**config.mk**
```make
export PLATFORM = sky130hd
export DESIGN_NAME = cpu_stream_loader
export DESIGN_NICKNAME = d
export VERILOG_FILES = /design/src/rtl/cpu_loader_pkg.sv /design/src/rtl/handshake_timer.sv /design/src/rtl/cpu_stream_loader.sv
export SDC_FILE = /design/constraint.sdc
export NUM_CORES = 1
export LEC_CHECK = 0
export CAP_MARGIN = 40
export CORE_ASPECT_RATIO = 0.75
export CORE_MARGIN = 10
export CORE_UTILIZATION = 40
export CTS_CLUSTER_DIAMETER = 100
export CTS_CLUSTER_SIZE = 25
export DETAILED_ROUTE_END_ITERATION = 10
export PLACE_DENSITY_LB_ADDON = 0.05
export SLEW_MARGIN = 10
export SYNTH_ARGS = -nofsm -noshare
export SYNTH_HDL_FRONTEND = slang
export SYNTH_HIERARCHICAL = 1
export SYNTH_SLANG_ARGS = --single-unit
```
**constraint.sdc**
```tcl
create_clock -name i_clk -period 2.6 [get_ports i_clk]
set_input_delay 0.26 -clock i_clk [delete_from_list [all_inputs] [get_ports i_clk]]
set_output_delay 0.26 -clock i_clk [all_outputs]
set_load 0.005 [all_outputs]
```
**src/rtl/cpu_loader_pkg.sv**
```systemverilog
// rtl/cpu_loader_pkg.sv - shared states, command codes and error codes for the cpu stream loader
package cpu_loader_pkg;

  typedef enum logic [3:0] {
    S_IDLE, S_GET_ADDR, S_GET_LEN, S_GET_BYTE,
    S_A_WAIT, S_A_ASSERT, S_A_RELEASE,
    S_D_WAIT, S_D_ASSERT, S_D_RELEASE,
    S_X_WAIT, S_X_ASSERT,
    S_RUN, S_IN_GET, S_IN_ASSERT, S_IN_RELEASE
  } state_t;

  localparam logic [7:0] DEF_CMD_LOAD = 8'h01;
  localparam logic [7:0] DEF_CMD_RUN  = 8'h02;

  localparam logic [1:0] ERR_NONE    = 2'b00;
  localparam logic [1:0] ERR_BAD_CMD = 2'b01;
  localparam logic [1:0] ERR_TIMEOUT = 2'b10;

  function automatic logic is_stream_state(state_t s);
    return s inside {S_IDLE, S_GET_ADDR, S_GET_LEN, S_GET_BYTE, S_IN_GET};
  endfunction

  // States where the loader is blocked on the cpu and must not wait forever
  function automatic logic is_watch_state(state_t s);
    return s inside {S_A_WAIT, S_A_ASSERT, S_D_WAIT, S_D_ASSERT, S_D_RELEASE,
                     S_X_WAIT, S_X_ASSERT, S_IN_ASSERT};
  endfunction

endpackage

```
**src/rtl/handshake_timer.sv**
```systemverilog
// rtl/handshake_timer.sv - saturating watchdog counter with synchronous clear
module handshake_timer #(
  parameter int TIMEOUT_W = 10
) (
  input  logic i_clk,
  input  logic i_reset_n,
  input  logic i_clear,
  input  logic i_enable,
  output logic o_saturated
);

  logic [TIMEOUT_W-1:0] count;

  always_ff @(posedge i_clk or negedge i_reset_n) begin
    if (!i_reset_n) begin
      count <= '0;
    end else if (i_clear) begin
      count <= '0;
    end else if (i_enable && !o_saturated) begin
      count <= count + 1'b1;
    end
  end

  assign o_saturated = &count;

endmodule

```
**src/rtl/cpu_stream_loader.sv**
```systemverilog
// rtl/cpu_stream_loader.sv - byte stream to cpu level-handshake loader and runner
module cpu_stream_loader
  import cpu_loader_pkg::*;
#(
  parameter int         TIMEOUT_W = 10,
  parameter logic [7:0] CMD_LOAD  = DEF_CMD_LOAD,
  parameter logic [7:0] CMD_RUN   = DEF_CMD_RUN
) (
  input  logic       i_clk,
  input  logic       i_reset_n,
  input  logic [7:0] i_rx_data,
  input  logic       i_rx_valid,
  output logic       o_rx_ready,
  output logic       o_cpu_load_addr,
  output logic       o_cpu_load_data,
  output logic       o_cpu_execute,
  output logic       o_cpu_input_taken,
  output logic [7:0] o_cpu_data,
  input  logic       i_cpu_waiting,
  input  logic       i_cpu_take_input,
  output logic       o_busy,
  output logic       o_running,
  output logic       o_halted,
  output logic       o_error,
  output logic [1:0] o_err_code
);

  state_t     state, state_nxt;
  logic [7:0] addr_q, addr_nxt, byte_q, byte_nxt, data_nxt;
  logic [8:0] count_q, count_nxt;
  logic [1:0] code_nxt;
  logic       err_nxt, halt_nxt;
  logic       rx_take, wd_sat, wd_clear;
  logic       cpu_idle, cpu_dphase, cpu_inreq;

  assign rx_take    = i_rx_valid & o_rx_ready;
  assign cpu_idle   = i_cpu_waiting & ~i_cpu_take_input;
  assign cpu_dphase = ~i_cpu_waiting & i_cpu_take_input;
  assign cpu_inreq  = i_cpu_waiting & i_cpu_take_input;
  assign wd_clear   = (state_nxt != state) || !is_watch_state(state);

  handshake_timer #(.TIMEOUT_W(TIMEOUT_W)) u_timer (
    .i_clk       (i_clk),
    .i_reset_n   (i_reset_n),
    .i_clear     (wd_clear),
    .i_enable    (is_watch_state(state)),
    .o_saturated (wd_sat)
  );

  always_comb begin
    state_nxt = state;
    addr_nxt  = addr_q;
    count_nxt = count_q;
    byte_nxt  = byte_q;
    data_nxt  = o_cpu_data;
    code_nxt  = o_err_code;
    err_nxt   = 1'b0;
    halt_nxt  = 1'b0;
    case (state)
      S_IDLE: if (rx_take) begin
        if (i_rx_data == CMD_LOAD)     state_nxt = S_GET_ADDR;
        else if (i_rx_data == CMD_RUN) state_nxt = S_X_WAIT;
        else begin
          err_nxt  = 1'b1;
          code_nxt = ERR_BAD_CMD;
        end
      end
      S_GET_ADDR: if (rx_take) begin
        addr_nxt  = i_rx_data;
        state_nxt = S_GET_LEN;
      end
      // A length byte of zero encodes a full 256-byte block
      S_GET_LEN: if (rx_take) begin
        count_nxt = (i_rx_data == 8'd0) ? 9'd256 : {1'b0, i_rx_data};
        state_nxt = S_GET_BYTE;
      end
      S_GET_BYTE: if (rx_take) begin
        byte_nxt  = i_rx_data;
        data_nxt  = addr_q;
        state_nxt = S_A_WAIT;
      end
      S_A_WAIT:    if (cpu_idle)        state_nxt = S_A_ASSERT;
      S_A_ASSERT:  if (!i_cpu_waiting)  state_nxt = S_A_RELEASE;
      S_A_RELEASE: begin
        data_nxt  = byte_q;
        state_nxt = S_D_WAIT;
      end
      S_D_WAIT:    if (cpu_dphase)        state_nxt = S_D_ASSERT;
      S_D_ASSERT:  if (!i_cpu_take_input) state_nxt = S_D_RELEASE;
      S_D_RELEASE: if (cpu_idle) begin
        addr_nxt  = addr_q + 8'd1;
        count_nxt = count_q - 9'd1;
        state_nxt = (count_q == 9'd1) ? S_IDLE : S_GET_BYTE;
      end
      S_X_WAIT:   if (cpu_idle)       state_nxt = S_X_ASSERT;
      S_X_ASSERT: if (!i_cpu_waiting) state_nxt = S_RUN;
      S_RUN: begin
        if (cpu_inreq) state_nxt = S_IN_GET;
        else if (cpu_idle) begin
          halt_nxt  = 1'b1;
          state_nxt = S_IDLE;
        end
      end
      S_IN_GET: if (rx_take) begin
        data_nxt  = i_rx_data;
        state_nxt = S_IN_ASSERT;
      end
      S_IN_ASSERT:  if (!i_cpu_waiting) state_nxt = S_IN_RELEASE;
      S_IN_RELEASE: state_nxt = S_RUN;
      default:      state_nxt = S_IDLE;
    endcase
    if (is_watch_state(state) && wd_sat) begin
      state_nxt = S_IDLE;
      err_nxt   = 1'b1;
      code_nxt  = ERR_TIMEOUT;
    end
  end

  // Outputs are decoded from the next state so every strobe is a clean register
  always_ff @(posedge i_clk or negedge i_reset_n) begin
    if (!i_reset_n) begin
      state             <= S_IDLE;
      addr_q            <= '0;
      count_q           <= '0;
      byte_q            <= '0;
      o_cpu_data        <= '0;
      o_err_code        <= ERR_NONE;
      o_error           <= 1'b0;
      o_halted          <= 1'b0;
      o_rx_ready        <= 1'b0;
      o_cpu_load_addr   <= 1'b0;
      o_cpu_load_data   <= 1'b0;
      o_cpu_execute     <= 1'b0;
      o_cpu_input_taken <= 1'b0;
      o_busy            <= 1'b0;
      o_running         <= 1'b0;
    end else begin
      state             <= state_nxt;
      addr_q            <= addr_nxt;
      count_q           <= count_nxt;
      byte_q            <= byte_nxt;
      o_cpu_data        <= data_nxt;
      o_err_code        <= code_nxt;
      o_error           <= err_nxt;
      o_halted          <= halt_nxt;
      o_rx_ready        <= is_stream_state(state_nxt);
      o_cpu_load_addr   <= (state_nxt == S_A_ASSERT);
      o_cpu_load_data   <= (state_nxt == S_D_ASSERT);
      o_cpu_execute     <= (state_nxt == S_X_ASSERT);
      o_cpu_input_taken <= (state_nxt == S_IN_ASSERT);
      o_busy            <= (state_nxt != S_IDLE);
      o_running         <= state_nxt inside {S_RUN, S_IN_GET, S_IN_ASSERT, S_IN_RELEASE};
    end
  end

endmodule

```
==> results.ini <==
[outcome]
outcome = complete, no violations

[flow_run]
cap_violations = 0

[timing]
setup_viol = 0
fmax_mhz = 407.2
post-route-period-util_pct = 94.46
fin_crit_ps = 2456
relSlewSlack_pct = 58.33
drv_slew = 0
worst_pin_slew_ps = 622.7
clock_skew_ps = 4.044
hold_viol = 0
rsz0062_at_grt = no
setup_ws_ps = 144.0

[synthesis]
synth_xor_area_share_pct = 1.257
synth_area_per_cell_um2 = 8.733
synthMuxAreaShare_pct = 1.472
synth_top_family_by_area = compound AO/OA/AOI/OAI gates
async_flop_share_pct = 100.0
synth_nets = 416
netlist.area_leader.share_pct = 41.65
synthDistinctLibCells = 72
synth-edff-count = 0
yosysWarnings = 6
synth-seq-area-share_pct = 41.65
synth_area_leaders = dfrtp_1, nand2_1, a21oi_1
ys_seq_elements = 58
yosys.area.top_type = dfrtp_1
synth_fa_ha_area_share_pct = 1.436
ys.flop_type = dfrtp_1
synthSimpleGateAreaFrac_pct = 23.45
synth-compound-area-share_pct = 25.17
syn_inst = 399
syn_area_um2 = 3485

[global_routing]
grt_antenna_before_repair = 0
met2_usage_pct = 21.33
grt.busiest_layer = met1
grt_overflow = 0
track_usage_pct = 15.71
grt_pass1_vias = 3135
grt_pass1_wl_um = 16280
grtUsageMet1_pct = 22.82
grt_max_degree = 59
met3_usage_pct = 4.627

[cts]
clk_pin_slew_ps = 50
h-tree-depth = 3
cts_tree = done
cts.path.max_buffers = 2
cts.sinks = 58
clock_latency_ps = 340
cts_buffers = 9
clockRootBuffer = clkbuf_16

[floorplan]
rows = 29
die_w_um = 127.8
die_h_um = 100.8
start_util_pct = 41.04
io_pins = 32
core_area_um2 = 8491
die_area_um2 = 12880

[placed_design]
gp_congestion = 0.8558
pre_cts_ws_ps = -122.5
place_hpwl_um = 7194
io_buffers = 31
dpl.cell_count = 577

[detailed_routing]
avgViaCountPerCell = 5.450
wl_um = 9844
drt_iter0_drc = 199
drt.antenna.violating_nets = 0
via_count = 3243
wl_per_cell_um = 16.54
remaining_drc_errors = 0
first_pass_iters = 4

[pwr]
total_power_w = 0.004836
power_density_nw_per_um2 = 1043
p_leak_nw = 2.002
vdd_drop_max_mv = 0.6723

[worst_setup_path]
arrival_ps = 2660
slowest_delay_ps = 520
end_kind = register
worstSetupStartpointType = register
path_delay_family = simple AND/OR/NAND/NOR gates
worst-path-buf-inv = 3
required_ps = 2810
worstPathMaxFanout = 5
crit_type = reg -> reg
crit_chain = ha_2 -> nand3_2 -> nor3_4 -> nor2b_1 -> o31ai_2 -> a22oi_2 -> buf_4 -> o31ai_2 -> buf_4 -> inv_1 -> or4_4
slowest_stage = or4_4

[hold_path]
hp-class = in -> async

[final_layout]
diodes = 0
area_growth_pct = 33.03
drive_gt1_share_pct = 23.00
fin_cells = 595
fin_nets = 499

[layer usage]
layer,part of all wire [%],vias to the layer above
met1,53,1555
met4,1.3,0
met5,0,-
li1,-,1628
met2,41,48
met3,4.6,12
[cell type report]
class                           instances  area, um^2
Clock buffer                            9       225.2
Clock inverter                          7       68.82
Fill cell                             799        3855
Inverter                               21       78.83
Multi-Input combinational cell        299        1889
Sequential cell                        58        1453
Tap cell                              108       135.1
Timing Repair Buffer                   93       785.8
[logic make-up (layout without fill, tap and decap cells)]
group | Yosys count | in the layout
adders and majority gates | 4 | 4
DFF | 58 | 58
xor gates and xnor gates | 5 | 5
AOI/OAI and AO/OA | 126 | 126
and+or+nand+nor | 159 | 159
muxes | 5 | 5
buffers and inverters | 42 | 130
[placed cells by master, fill, tap and decap left out, types with 4 or more instances in the layout]
| master | count |
|---|---|
| nor2b_1 | 5 |
| clkdlybuf4s50_1 | 30 |
| a21oi_1 | 41 |
| clkbuf_16 | 9 |
| xor2_1 | 4 |
| buf_4 | 60 |
| nand3_1 | 13 |
| nor2_1 | 19 |
| mux2i_1 | 4 |
| inv_1 | 18 |
| a211oi_1 | 11 |
| nor3_1 | 10 |
| nand2b_1 | 9 |
| o21ai_0 | 20 |
| a22o_1 | 10 |
| o22ai_1 | 6 |
| dfrtp_1 | 57 |
| nor4_1 | 7 |
| nand2_1 | 62 |
| nand4_1 | 4 |
[power by group]
group	switching, W	internal (W)
combinational	0.00113	0.00103
clock	0.000442	0.000738
sequential	0.000287	0.00120
[worst paths after layout]
path / start / to / slack [ps] / cells after the start
setup / recovery: u_timer/count[1] / o_busy / 140 / 11
hold / removal: i_reset_n / o_cpu_data[6] / 470 / 3
setup reg to reg: u_timer/count[1] / o_busy / 140 / 11
hold reg to reg: o_err_code[1] / o_err_code[1] / 470 / 2
max in group asynchronous: i_reset_n / state[1] / 1860 / 3
min in group i_clk: o_err_code[1] / o_err_code[1] / 470 / 2
[sequential cells by signal, indices dropped and copies added (netlist names), 2 cells and up]
register / cells
addr_q: 8
o_cpu_data: 8
u_timer/count: 10
o_err_code: 2
count_q: 9
state: 4
byte_q: 8
[synth_stat cells, drive strengths merged (5+ instances only)]
cell	instances
a211oi	11
nand3	15
clkbuf	5
nor3	12
nand2b	9
inv	21
nand2	62
o22ai	7
a21oi	42
nor2b	6
buf	16
o31ai	5
dfrtp	58
o21ai	22
a22o	10
nor4	10
nor2	20
[stage by stage]
| stage | utilization, % | hold WS (ps) | TNS, ps | cell area, um^2 |
|---|---|---|---|---|
| after CTS | 54.16 | 474.5 | 0 | 4598 |
| after detailed placement | 50.44 | 293.1 | -1068 | 4283 |
| after global placement | 50.44 | 290.3 | -51.82 | 4283 |
| after floorplan | - | -35.59 | 0 | 3490 |
| after global routing | 54.60 | 503.6 | 0 | 4636 |
| final | 54.60 | 467.7 | 0 | 4636 |
[tightest hold or removal path, stage by stage]
cell and delay, ps:
dlygate4sd3_1 520, buf_2 120, buf_12 290
[repair_timing]
item                                   in CTS  in global routing
gates resized for setup                     2                  7
pin swaps                                   0                  6
setup buffers                               0                  1
endpoints found under the hold margin      58                  0
hold buffers                                1                  0
setup endpoints to repair                   1                  3
No activity file was read; power rests on OpenSTA's default activity.
